--- src/rtl/if_fetch_stage_pkg.sv ---
// Shared constants and types for the instruction-fetch stage.
package if_fetch_stage_pkg;

    localparam int              BUS_WIDTH = 32;
    localparam logic [31:0]     RESET_PC  = 32'h0000_0000;
    localparam logic [31:0]     NOP_INSTR = 32'h0000_0013;  // addi x0, x0, 0

    // Fetch-stage occupancy; encodings are fixed because other blocks decode them.
    typedef enum logic [1:0] {
        IDLE = 2'd0,   // stage empty
        WAIT = 2'd1,   // address issued, data pending
        HOLD = 2'd2,   // data captured, decode stalled
        DROP = 3       // wrong-path data pending, discard on arrival
    } if_state_e;

endpackage

--- src/rtl/if_fetch_stage.sv ---
// IF stage register: tracks the single outstanding fetch, buffers the word
// while decode stalls and swallows wrong-path responses after a flush.
module if_fetch_stage #(
    parameter int                        BUS_WIDTH = if_fetch_stage_pkg::BUS_WIDTH,
    parameter logic [BUS_WIDTH-1:0]      RESET_PC  = BUS_WIDTH'(if_fetch_stage_pkg::RESET_PC)
) (
    input  logic                 clk,
    input  logic                 rst_n,
    input  logic [BUS_WIDTH-1:0] next_pc,
    input  logic                 rom_req,
    input  logic                 mem_addr_ok,
    input  logic                 mem_ok,
    input  logic [BUS_WIDTH-1:0] mem_rdata,
    input  logic                 jump,
    input  logic                 fence_flush,
    input  logic                 allow_in_id,
    output logic                 allow_in_if,
    output logic [BUS_WIDTH-1:0] pc_if,
    output logic                 valid_if_id,
    output logic [BUS_WIDTH-1:0] instr_if_id,
    output logic [BUS_WIDTH-1:0] pc_if_id
);

    import if_fetch_stage_pkg::*;

    localparam logic [BUS_WIDTH-1:0] NOP = BUS_WIDTH'(NOP_INSTR);

    if_state_e            state;
    if_state_e            state_next;
    logic [BUS_WIDTH-1:0] instr_buf;
    logic                 buf_load;
    logic                 flush;
    logic                 ready_go;
    logic                 accept;

    assign flush    = jump | fence_flush;
    assign ready_go = (state == HOLD) | ((state == WAIT) & mem_ok);
    assign accept   = rom_req & mem_addr_ok & allow_in_if;

    assign valid_if_id = ready_go & ~flush;
    assign pc_if_id    = pc_if;

    // Instruction to decode: live ROM word in WAIT, buffered word in HOLD, NOP otherwise.
    always_comb begin
        // NOTE: every combinational output gets a default first so no path infers a latch.
        instr_if_id = NOP;
        if (valid_if_id) begin
            instr_if_id = (state == HOLD) ? instr_buf : mem_rdata;
        end
    end

    // IF can take a new address once its current contents are leaving or dead.
    always_comb begin
        allow_in_if = 1'b0;
        unique case (state)
            IDLE:    allow_in_if = 1'b1;
            WAIT:    allow_in_if = mem_ok & (allow_in_id | flush);
            HOLD:    allow_in_if = allow_in_id | flush;
            DROP:    allow_in_if = mem_ok;
            default: allow_in_if = 1'b0;
        endcase
    end

    // Next-state logic; a new accept always wins over flush-driven moves.
    always_comb begin
        state_next = state;
        buf_load   = 1'b0;
        unique case (state)
            IDLE: ;  // flush and stray mem_ok have nothing to act on
            WAIT: begin
                if (mem_ok) begin
                    if (allow_in_id | flush) begin
                        state_next = IDLE;
                    end else begin
                        state_next = HOLD;
                        buf_load   = 1'b1;
                    end
                end else if (flush) begin
                    state_next = DROP;
                end
            end
            HOLD: begin
                if (allow_in_id | flush) state_next = IDLE;
            end
            DROP: begin
                if (mem_ok) state_next = IDLE;
            end
            default: state_next = IDLE;
        endcase
        if (accept) state_next = WAIT;
    end

    // State, fetch-address and instruction-buffer registers.
    always_ff @(posedge clk) begin
        if (!rst_n) begin
            // NOTE: non-blocking assignments keep every register sampling pre-edge values.
            state     <= IDLE;
            pc_if     <= RESET_PC - BUS_WIDTH'(4);
            // NOTE: the buffer is reset to NOP so a spurious HOLD can never expose stale data.
            instr_buf <= NOP;
        end else begin
            state <= state_next;
            if (accept)   pc_if     <= next_pc;
            if (buf_load) instr_buf <= mem_rdata;
        end
    end

endmodule
--- config.mk ---
export PLATFORM = sky130hd
export DESIGN_NAME = if_fetch_stage
export DESIGN_NICKNAME = d
export VERILOG_FILES = /design/src/rtl/if_fetch_stage_pkg.sv /design/src/rtl/if_fetch_stage.sv
export SDC_FILE = /design/constraint.sdc
export NUM_CORES = 1
export LEC_CHECK = 0
export ABC_AREA = 1
export CORE_MARGIN = 8
export CORE_UTILIZATION = 43
export CTS_CLUSTER_SIZE = 14
export DETAILED_ROUTE_END_ITERATION = 6
export MAX_ROUTING_LAYER = met4
export PLACE_DENSITY_LB_ADDON = 0.05
export SYNTH_ARGS = -nofsm -noshare
export SYNTH_HDL_FRONTEND = slang
export SYNTH_SLANG_ARGS = --single-unit
--- constraint.sdc ---
create_clock -name clk -period 4 [get_ports clk]
set_clock_uncertainty 0.15 [all_clocks]
set_input_delay 1.2 -clock clk [delete_from_list [all_inputs] [get_ports clk]]
set_output_delay 1.2 -clock clk [all_outputs]
set_load 0.05 [all_outputs]
# After elaboration in Yosys (flattened, before gate mapping)
# Cells that the tools add are included.
# totals
regBits,66
latch_bits,0
ramBits,0
romBits,0
output_inout_bits,98
wordCells,42
mem_count,0
# op_classes
add_sub_neg,0
mul,0
div,0
n_lt_le_gt_ge,0
eq_ne,9
shift,0
muxes,13
bitwise_logic,10
reduce_logical,6
# op_table
cell,n
$mux W32,2
$mux W2,5
$reduce_and A4 Y1,2
$ne A3 B3 Y1 const B,2
$pmux W2 S3,1
$and A1 B1 Y1,5
$eq A2 B2 Y1 const B,2
$mux W1,4
$ne A4 B4 Y1 const B,1
$pmux W1 S4,1
$reduce_bool A4 Y1,1
$ne A3 B2 Y1 const B,1
$or A1 B1 Y1,3
$reduce_bool A3 Y1,1
$eq A2 B1 Y1 const B,1
$logic_not A2 Y1,1
$ne A2 B1 Y1 const B,1
$ne A2 B2 Y1 const B,1
$not A1 Y1,2
$reduce_or A2 Y1,1

# Depth between registers and ports, before layout
# logic_depth
word_depth,7
ltp_mapped,11

# Worst setup path before layout
# Ideal clock, no wire load.
# synth_path
path_type,input -> output
start,input port fence_flush
end,output port instr_if_id[0]
t_arrival_ns,2.472
required_ns,2.650
slack_ns,0.178
cell_stages,5
path_buffers,1
cell_sequence,nor2_4 > nand2_1 > buf_2 > inv_1 > nand3_1
# synth_between
elab_chain_cells,4
# synth_rtl
item,line,rtl
"start, declared",if_fetch_stage.sv:15,"input logic fence_flush,"
$or A1 B1 Y1,if_fetch_stage.sv:36,assign flush = jump | fence_flush;
$not A1 Y1,if_fetch_stage.sv:40,assign valid_if_id = ready_go & ~flush;
$and A1 B1 Y1,if_fetch_stage.sv:40,
net valid_if_id,if_fetch_stage.sv:19,"output logic valid_if_id,"
$mux W32,if_fetch_stage.sv:47,if (valid_if_id) begin
"end, declared",if_fetch_stage.sv:20,"output logic [BUS_WIDTH-1:0] instr_if_id,"
# The timed path passes the listed nets, and every way through them passes these cells.

# Worst setup path in the final report
# layout_path
start,input port mem_ok
end,output port instr_if_id[4]
# layout_between
elab_chain_cells,4
# layout_rtl
item,line,rtl
"start, declared",if_fetch_stage.sv:12,"input logic mem_ok,"
$and A1 B1 Y1,if_fetch_stage.sv:37,assign ready_go = (state == HOLD) | ((state == WAIT) & mem_ok);
$or A1 B1 Y1,if_fetch_stage.sv:37,
$and A1 B1 Y1,if_fetch_stage.sv:40,
$mux W32,if_fetch_stage.sv:47,
# Every way passes these cells.

==> impl_metrics.tcl <==
set metrics [dict create \
    syn_area_per_cell_um2 7.02 \
    crit_path_start_kind "input port" \
    initial_core_util_pct 44.7 \
    fin_crit_ns 3.91 \
    firstDrtPassIters 4 \
    cts.sinks 66 \
    place_inst 677 \
    placed_cell_area_um2 5070 \
    rr_endpoint "state[0]" \
    fillCellCount 590 \
    fmax_mhz 256 \
    synth_area_leader_cell "dfxtp_1" \
    fin_crit_sh_pct 97.8 \
    fin_cells 692 \
    holdPathStages 2 \
    hp-start "instr_buf[17]" \
    ys_seq_area_share_pct 40.6 \
    n_antenna_cell 0 \
    drt-initial-drc-count 137 \
    reg2reg_slack_ns 1.67 \
    max_slew.worst_pin.slew_ns 1.02 \
    multi_input_area_um2 1460 \
    cts_hold_buffers 0 \
    crit_type "input port to primary output" \
    routed_wl_um 10500 \
    pwr-share-seq_pct 27.6 \
    cts_max_path_buffers 2 \
    area_growth_pct 61.8 \
    crit_path_end_kind "primary output" \
    die_area_um2 10600 \
    syn_nets 540 \
    ctsResizeCount 0 \
    dieWidth_um 103 \
    r2r-start "state[0]" \
    antenna_found_initial 0 \
    rsz0062_at_grt "false" \
    core_area_um2 7290 \
    clk_pin_slew_ns 0.07 \
    worstPathMaxFanout 30 \
    status "completed" \
    grt_overflow 0 \
    first_global_vias 3435 \
    cts_tree "yes" \
    p_per_area_nw_per_um2 541 \
    wl_per_cell_um 15.1 \
    grt_pass1_wl_um 16300 \
    nets 665 \
    ys_ff_latch 66 \
    layout-drive-gt1-share_pct 11.3 \
    viasPerCell 4.93 \
    num_vias 3414 \
    synth_cell_types 21 \
    setup_viol 0 \
    postCtsSetupRepairBufs 0 \
    cts-root-buf "clkbuf_8" \
    clk_latency_ns 0.33 \
    ys_top_cells_by_area "dfxtp_1, nand2_1, nand3_1" \
    leakage_nw 2.18 \
    cp.arrival_ns 2.56 \
    io_pins 170 \
    ant_nets 0 \
    die_h_um 103 \
    drc 0 \
    syn_area_um2 3260 \
    final_area_um2 5270 \
    ctsHtreeMaxLevel 3 \
    r2r_cells 11 \
    seq_area_um2 1320 \
    maxCapViolations 0 \
    port_buffers 169 \
    finalSetupTns_ns 0 \
    internal_power_w 0.00158 \
    p_sw_share_pct 44.4 \
    hp-class "flop to flop" \
    grt_max_degree 35 \
    synth_warnings 0 \
    slew_headroom_pct 31.9 \
    p_sw_w 0.00126 \
    grt_usage_pct 20.0 \
    worstHoldEndpoint "instr_buf[17]" \
    cts_made_buffers 9 \
    hold_viol 0 \
    netlist_instances 464 \
    synth_top_area_share_pct 40.6 \
    combPwrFrac_pct 52.3 \
    gp_congestion 0.787 \
    ir_worst_vdd_uv 254 \
    rows 31 \
    fin_util_pct 72.3 \
    dp_hpwl_um 7760 \
    clock_power_share_pct 20.1 \
    worst_ep_required_time_ns 2.65 \
    drv_slew 0 \
]
## cell type report
cell class / instances / share of cell area [%]
sequential: 66 / 25.1
tap: 99 / 2.35
clock inverter: 2 / 0.665
clock buffer: 13 / 3.21
inverter: 12 / 0.902
timing repair buffer: 178 / 40.1
multi-input combinational: 322 / 27.7
## kinds of logic after synthesis
| logic type | count (synthesis) | synth area share [%] |
|---|---|---|
| adders and majority gates | 4 | 1.54 |
| DFF | 66 | 40.6 |
| AOI/OAI and AO/OA | 64 | 9.91 |
| and+or+nand+nor | 254 | 33.4 |
| buffers and inverters | 76 | 14.6 |
## cells in the mapped netlist, drive strengths merged
cell and instances:
or2 1, ha 4, nand2 176, o211ai 1, nor2 4, buf 49
inv 11, nand4 1, clkbuf 15, nand3 72, a21oi 63, clkinv 1
dfxtp 66
## stage by stage
step / setup WS (ns) / total power, W / hold WS (ns)
floorplan: 0.178 / 0.00183 / 0.292
global placement: 0.106 / 0.00227 / 0.302
detailed placement: 0.0955 / 0.00230 / 0.309
CTS: 0.0880 / 0.00288 / 0.318
global route: 0.00484 / 0.00299 / 0.335
finish: 0.0867 / 0.00285 / 0.318
## power by group through the flow
stage,clock network (W),logic [W],registers (W)
2_1_floorplan,0,0.000839,0.000996
3_3_place_gp,0,0.00148,0.000795
3_5_place_dp,0,0.00150,0.000801
4_1_cts,0.000586,0.00151,0.000786
5_1_grt,0.000612,0.00158,0.000798
6_report,0.000573,0.00149,0.000786
## per-layer routing
layer  up-vias  GRT usage [%]  routed length (um)
met4         0           8.45                 194
li1       1719              -                   -
met3        13           5.47                 889
met1      1554           21.4                4110
met5         -              -                   0
met2       128           34.1                5270
## layout by cell type, fill, tap and decap left out
cell / count
nand3_4: 1
buf_4: 8
clkbuf_1: 1
or2_2: 1
inv_2: 2
dfxtp_1: 66
bufinv_16: 1
buf_12: 35
nand2_1: 172
nand3_1: 71
ha_1: 4
o211ai_1: 1
nand2_4: 2
nor2_4: 1
nand4_1: 1
nor2_1: 3
clkbuf_8: 12
clkinv_2: 1
clkdlybuf4s50_1: 135
a21oi_1: 63
nand2_2: 2
inv_1: 8
clkinv_1: 1
inv_4: 1
## flip-flops by register name (all words and copies together) (netlist names)
name / count
state: 2
pc_if: 32
instr_buf: 32
## critical path, cell delays in order
cell and delay, ns:
clkdlybuf4s50_1 0.48, nand2_1 0.08, nand2_2 0.08, nand2_1 0.09
buf_12 0.17, inv_1 0.12, nand3_1 0.13, buf_12 0.18
## worst max path at each step
stage / slack [ns] / startpoint / end
CTS: 0.09 / mem_ok / instr_if_id[13]
global placement: 0.11 / mem_ok / instr_if_id[4]
finish: 0.09 / mem_ok / instr_if_id[4]
floorplan: 0.18 / fence_flush / instr_if_id[0]
global route: 0.005 / mem_ok / instr_if_id[0]
detailed placement: 0.1 / mem_ok / instr_if_id[13]
Note: power is estimated with default switching activity, not from simulation.
